==> src/rtl/laser_cover_scorer.sv <==
// Two-circle coverage scorer: stores a frame of points, then counts the points covered by either circle.
// Optional COVER_SPLIT_EN adds per-circle counts CNT1/CNT2.
module laser_cover_scorer #(
    parameter int NUM_PTS   = 40,
    parameter int RADIUS_SQ = 16,
    parameter int CW        = 4
) (
    input  logic          CLK,
    input  logic          RST,
    input  logic          PT_VALID,
    input  logic [CW-1:0] X,
    input  logic [CW-1:0] Y,
    input  logic          DONE,
    input  logic [CW-1:0] C1X,
    input  logic [CW-1:0] C1Y,
    input  logic [CW-1:0] C2X,
    input  logic [CW-1:0] C2Y,
    output logic [5:0]    SCORE,
    output logic          SCORE_VALID,
    output logic          BUSY
`ifdef COVER_SPLIT_EN
    ,
    output logic [5:0]    CNT1,
    output logic [5:0]    CNT2
`endif
);

    localparam int IW = $clog2(NUM_PTS);
    localparam logic [IW-1:0] LAST = IW'(NUM_PTS - 1);
    localparam int DW = 2 * CW + 1;
    localparam logic [DW-1:0] RSQ = DW'(RADIUS_SQ);

    typedef enum logic [1:0] {S_LOAD, S_WAIT, S_EVAL, S_OUT} state_t;

    state_t        state, state_nxt;
    logic [IW-1:0] idx;
    logic [5:0]    acc;
    logic          done_d;
    logic          done_rise;
    logic [CW-1:0] c1x, c1y, c2x, c2y;
    logic [CW-1:0] pbuf_x [NUM_PTS];
    logic [CW-1:0] pbuf_y [NUM_PTS];
    logic          hit1, hit2, hit;

    function automatic logic [DW-1:0] dist_sq(input logic [CW-1:0] px, py, cx, cy);
        logic [CW-1:0] dx, dy;
        logic [DW-1:0] ex, ey;
        dx = (px >= cx) ? px - cx : cx - px;
        dy = (py >= cy) ? py - cy : cy - py;
        ex = DW'(dx);
        ey = DW'(dy);
        return ex * ex + ey * ey;
    endfunction

    assign done_rise = DONE & ~done_d;

    always_comb begin
        hit1 = (dist_sq(pbuf_x[idx], pbuf_y[idx], c1x, c1y) <= RSQ);
        hit2 = (dist_sq(pbuf_x[idx], pbuf_y[idx], c2x, c2y) <= RSQ);
        hit  = hit1 | hit2;
    end

    always_ff @(posedge CLK) begin
        if (!RST) state <= S_LOAD;
        else      state <= state_nxt;
    end

    always_comb begin
        state_nxt = state;
        case (state)
            S_LOAD: if (PT_VALID && idx == LAST) state_nxt = S_WAIT;
            S_WAIT: if (done_rise)               state_nxt = S_EVAL;
            S_EVAL: if (idx == LAST)             state_nxt = S_OUT;
            S_OUT:                               state_nxt = S_LOAD;
            default:                             state_nxt = S_LOAD;
        endcase
    end

    always_comb begin
        BUSY = (state == S_EVAL) || (state == S_OUT);
    end

    // Frame buffer carries no reset; every entry is rewritten in LOAD before use.
    always_ff @(posedge CLK) begin
        if (RST && state == S_LOAD && PT_VALID) begin
            pbuf_x[idx] <= X;
            pbuf_y[idx] <= Y;
        end
    end

    always_ff @(posedge CLK) begin
        if (!RST) begin
            idx         <= '0;
            acc         <= '0;
            done_d      <= 1'b1;
            SCORE       <= '0;
            SCORE_VALID <= 1'b0;
            c1x <= '0; c1y <= '0; c2x <= '0; c2y <= '0;
        end else begin
            done_d      <= DONE;
            SCORE_VALID <= 1'b0;
            case (state)
                S_LOAD: if (PT_VALID) idx <= (idx == LAST) ? '0 : idx + 1'b1;
                S_WAIT: if (done_rise) begin
                    c1x <= C1X; c1y <= C1Y; c2x <= C2X; c2y <= C2Y;
                    acc <= '0;
                    idx <= '0;
                end
                S_EVAL: begin
                    acc <= acc + {5'b0, hit};
                    idx <= (idx == LAST) ? '0 : idx + 1'b1;
                end
                S_OUT: begin
                    SCORE       <= acc;
                    SCORE_VALID <= 1'b1;
                    idx         <= '0;
                end
                default: idx <= '0;
            endcase
        end
    end

`ifdef COVER_SPLIT_EN
    logic [5:0] acc1, acc2;

    always_ff @(posedge CLK) begin
        if (!RST) begin
            acc1 <= '0; acc2 <= '0;
            CNT1 <= '0; CNT2 <= '0;
        end else begin
            case (state)
                S_WAIT: if (done_rise) begin
                    acc1 <= '0; acc2 <= '0;
                end
                S_EVAL: begin
                    acc1 <= acc1 + {5'b0, hit1};
                    acc2 <= acc2 + {5'b0, hit2};
                end
                S_OUT: begin
                    CNT1 <= acc1; CNT2 <= acc2;
                end
                default: ;
            endcase
        end
    end
`endif

endmodule

==> config.mk <==
export PLATFORM = sky130hd
export DESIGN_NAME = laser_cover_scorer
export DESIGN_NICKNAME = d
export VERILOG_FILES = /design/src/rtl/laser_cover_scorer.sv
export SDC_FILE = /design/constraint.sdc
export NUM_CORES = 1
export LEC_CHECK = 0
export ABC_AREA = 1
export CORE_MARGIN = 1
export CORE_UTILIZATION = 60
export CTS_CLUSTER_SIZE = 20
export DETAILED_ROUTE_END_ITERATION = 10
export GPL_ROUTABILITY_DRIVEN = 0
export PLACE_DENSITY = 0.84
export SYNTH_ARGS = -nofsm -noshare
export SYNTH_HDL_FRONTEND = slang
export SYNTH_SLANG_ARGS = --single-unit
export TNS_END_PERCENT = 20
==> constraint.sdc <==
create_clock -name CLK -period 11.95 [get_ports CLK]
set_clock_uncertainty 0.05 [all_clocks]
set_input_delay 1.7925 -clock CLK [delete_from_list [all_inputs] [get_ports CLK]]
set_output_delay 1.7925 -clock CLK [all_outputs]
set_load 0.05 [all_outputs]
== Yosys cells after proc, flatten, opt, wreduce, memory -nomap -nowiden ==
Memories as Yosys holds them, arrays and structs flattened. A register that Yosys moved wholly into a read port is not among the register bits.
Cells that the tools add are included.
Storage, ports and cells
  ROM bits: 0
  bits in latches: 0
  output and inout port bits: 8
  bits in registers: 38
  memory bits (writable): 320
  bits of input ports: 28
  word-level logic and storage cells: 75
  memories kept: 2
Cells by class
  add/sub/neg operators: 12
  mux-type cells: 20
  reductions and logical operators: 10
  equal/unequal tests: 8
  order comparisons: 6
  shift-type cells: 0
  div/mod/pow operators: 0
  multipliers: 4
  bitwise gates (word level): 3
Memory list
  pbuf_x: words 40, bits a word 4, rd ports 1, clocked after memory_dff 1, wr ports 1, RTL line 41  | logic [CW-1:0] pbuf_x [NUM_PTS];
  pbuf_y: words 40, bits a word 4, rd ports 1, clocked after memory_dff 1, wr ports 1, RTL line 42  | logic [CW-1:0] pbuf_y [NUM_PTS];
Operators by type and width (number)
  two-way mux 6 bit: 7
  multiplier 4 x 4 -> 8 bit: 4
  subtractor 4 bit: 8
  case mux 6 bit (4 select lines): 1
  adder 8 x 8 -> 9 bit: 2
  less-or-equal comparator 9 x 5 -> 1 bit (second input constant): 2
  >= comparator 4 bit: 4
  two-way mux 4 bit: 4
  case mux 6 bit (2 select lines): 1
  != test 2 bit (second input constant): 4
  case mux 2 bit (4 select lines): 1
  adder 6 x 1 -> 6 bit: 1
  adder 6 x 1 -> 6 bit (second input constant): 1
  equality test 6 bit (second input constant): 1
  two-way mux 2 bit: 3
  AND reduction 2 bit: 3
  equality test 2 bit (second input constant): 2
  logical AND 1 bit: 3
  two-way mux 1 bit: 3
  AND reduction 3 bit: 1
  equality test 2 x 1 -> 1 bit (second input constant): 1
  logical NOT 2 bit: 1
  nonzero test 2 bit: 1
  AND 1 bit: 1
  other kinds (3): 3

== Depth between registers and ports, before layout ==
  depth after elaboration: 8
  gate-level depth with buffers: 48
  depth with buffers taken out: 45

== Least setup slack after synthesis ==
OpenSTA, ideal clock, no wires.
  kind: register to register
  start: register (tool-made name)
  end: register acc[4]
  clock period less this slack: 6.685 ns
  stages on the path, launching flop included: 45
  slack: 5.265 ns
  required time: 11.770 ns
  arrival: 6.505 ns
  setup time: 0.130 ns
  buffers on the path: 3
  cell sequence: dfxtp_1 -> buf_6 -> buf_6 -> buf_4 -> nand2_1 -> nand3_1 -> nand3_1 -> nand2_1 -> nand2_1 -> nand3_1 -> nand3_1 -> nand2_1 -> inv_2 -> ha_1 -> inv_1 -> fa_1 -> nand2_1 -> inv_1 -> (+9 left out) -> fa_1 -> fa_1 -> inv_1 -> fa_1 -> ha_1 -> inv_1 -> fa_1 -> xnor2_1 -> a211oi_1 -> o2111ai_1 -> nand2_1 -> ha_1 -> ha_1 -> nand2_1 -> nor2_1 -> nand2_1 -> xor2_1 -> nor2_1
RTL lines
  to (signal assigned): RTL line 110  | acc <= acc + {5'b0, hit};
  to (decl): RTL line 37  | logic [5:0] acc;

==> impl_results.md <==
* Setup CP Type: reg -> reg
* FF-to-FF setup slack at 3.24 ns
* Slew Limit Headroom at 23.66%
* DP HPWL at 24,120 µm
* Worst-Margin Slew at 1.145 ns
* Reg2Reg Depth at 40
* Via Count at 12,030
* Syn_nets at 1,745
* Vias per cell at 5.908
* Post-CTS Resized at 0
* Area contributors post-synth: edfxtp_1 (56%), nand2_1 (8.8%), nand3_1 (7.1%)
* Syn-to-layout area delta at 9.797%
* CP endpoint kind: register
* Syn. warnings at 0
* Number of I/O pins at 36
* Sum Neg Setup Slack at 0 ns
* Layout fillers at 1,970
* Hold-fix buffers, CTS at 0
* Pin count of the biggest net entering global routing at 109
* Die W at 171.3 µm
* Mapped cell area at 0.01719 mm²
* Net count, final at 1,759
* Routed len/inst at 19.36 µm
* FFs w/ async S/R, synth at 0%
* Worst-path fanout max at 96
* Number of synthesized register bits at 364
* Detailed Route WL at 39,410 µm
* Htree depth at 2
* Clock tree buffer depth at 3
* Final period utilization at 72.89%
* Synth area leader: edfxtp_1
* Remaining antenna violation count at 0
* 1st-iter DRT viols at 1,396
* Unique cell type count in the Yosys netlist at 39
* Max Slew Vio Count at 0
* Mapped Cells at 1,618
* Num Clock Sinks at 364
* Total CTS buffers at 38
* Fin crit period at 8.710 ns
* Core area at 0.02801 mm²
* Cell Rows at 61
* Worst-Skew Late Latency at 0.54 ns
* Die area at 0.02933 mm²
* Endpoints failing setup at 0
* Total GRT Usage at 27.97%
* Top_reg_cell synth: edfxtp_1
* Setup repair bufs after CTS at 0
* Inst Count DP at 1,970
* Fmax achieved at 0.1148 GHz
* Clock root cell: clkbuf_16
* Unrepaired setup endpoints after global routing: false
* Crit-path slowest cell: inv_4
* Post-synthesis sequential area ratio at 61.02%
* Largest stage delay, worst path at 0.78 ns
* Ant diodes at 0
* Required time of the critical path at 12.31 ns
* Yosys top cell area share at 55.90%
* Layout cells sized above 1 at 5.308%
* Worst setup path endpoint: acc[4]
* # DRC at 0
* Clk slew on worst S/H paths at 0.06 ns
* TritonCTS clock tree: built
* Status: completed
* First-pass GRT wire length at 62,290 µm
* Post-Layout Cell Count at 2,036
* Congestion Overflow GR at 0
* Final Util at 67.38%
* CP dominant cell by count: nand2_1
* Setup crit start kind: register
* Post-synth EDFFs at 320
* Critical Path AT at 9.07 ns
* HP Class: reg -> reg
* Initial antenna violation count at 0
* Top-count cell post-synth: nand2_1
* Buffers on Ports at 35
* 1st-pass router iterations at 6
* Reg2reg end: acc[4]
* Initial core utilization at 61.37%
* Hold Fails Final Rpt at 0
* Syn Area/Cell at 10.62 µm²
* Commonest cells post-synth: nand2_1 (401), edfxtp_1 (320), nand3_1 (245)
* Vias in the first global route at 11,900
* Die Height at 171.3 µm
* Max-cap violations at 0
* Worst hold slack at 0.4151 ns
## registers in the layout, summed over array words and instances, names as in the netlist, 2 cells and up, named ones only
register and flops:
c1y 4, c1x 4, SCORE 6, acc 6
state 2, c2x 4, idx 6, c2y 4
pbuf_x 160, pbuf_y 160
## layout by cell type (no fill, tap or decap), drive strengths merged, types with 2 or more instances in the layout
master / Yosys / routed
nand3: 246 / 246
o21ai: 78 / 78
nor2: 132 / 132
clkinv: 0 / 12
inv: 121 / 122
o211ai: 6 / 6
xnor2: 5 / 5
clkbuf: 28 / 48
a211oi: 3 / 3
o221ai: 6 / 6
fa: 30 / 30
nor3b: 2 / 2
a21oi: 36 / 36
nand2: 401 / 401
o21bai: 4 / 4
and3: 2 / 2
nor3: 6 / 6
buf: 49 / 16
ha: 69 / 69
bufinv: 0 / 3
o2111ai: 2 / 2
clkinvlp: 0 / 2
clkdlybuf4s50: 0 / 35
o22ai: 11 / 11
xor2: 11 / 11
edfxtp: 320 / 320
dfxtp: 44 / 44
## worst max-delay path: cells and delay by family (launching register included)
| family | cells | cell delay (ns) |
|---|---|---|
| adders and majority gates | 9 | 3.32 |
| and+or+nand+nor | 19 | 1.92 |
| buffers and inverters | 7 | 1.82 |
| AOI/OAI and AO/OA | 3 | 0.54 |
| DFF | 1 | 0.53 |
| xor gates and xnor gates | 2 | 0.28 |
## worst min-delay path by stage
stage	from	endpoint	slack (ns)	cells past startpoint
global placement	c2y[3]	c2y[3]	0.40	2
floorplan	c1x[3]	c1x[3]	0.38	2
finish	c2y[3]	c2y[3]	0.42	2
global route	c2y[3]	c2y[3]	0.45	2
CTS	c1y[3]	c1y[3]	0.42	2
detailed placement	c2y[3]	c2y[3]	0.41	2
## metal layers
metal  up-vias  wire, µm  track usage (%)
li1       5551         -                -
met5         -         0                0
met2       620     19090            46.50
met1      5737     15450            36.85
met3       121      3443            4.349
met4         0      1430            11.72
## layout make-up
type	count	area (µm²)	area share, %
clock buffer	48	998.5	5.290
tap	378	473.0	2.506
sequential	364	10500	55.60
timing repair buffer	51	470.5	2.493
inverter	121	456.7	2.420
multi-input combinational	1056	5792	30.69
clock inverter	18	188.9	1.001
## per-stage QoR
| step | setup WS [ns] | area (µm²) |
|---|---|---|
| final | 3.240 | 18870 |
| after global routing | 2.487 | 18870 |
| after CTS | 3.340 | 18870 |
| after detailed placement | 3.367 | 17690 |
| after global placement | 3.667 | 17690 |
| after floorplan | 5.265 | 17190 |
## cells by family after synthesis
logic type / synth area share [%]
and+or+nand+nor: 19.23
DFF: 61.02
buffers and inverters: 5.284
AOI/OAI and AO/OA: 5.131
adders and majority gates: 8.516
xor gates and xnor gates: 0.8152
Power is not shown: default switching activity piles up to over one toggle a cycle in this logic, so the estimate is an artifact.
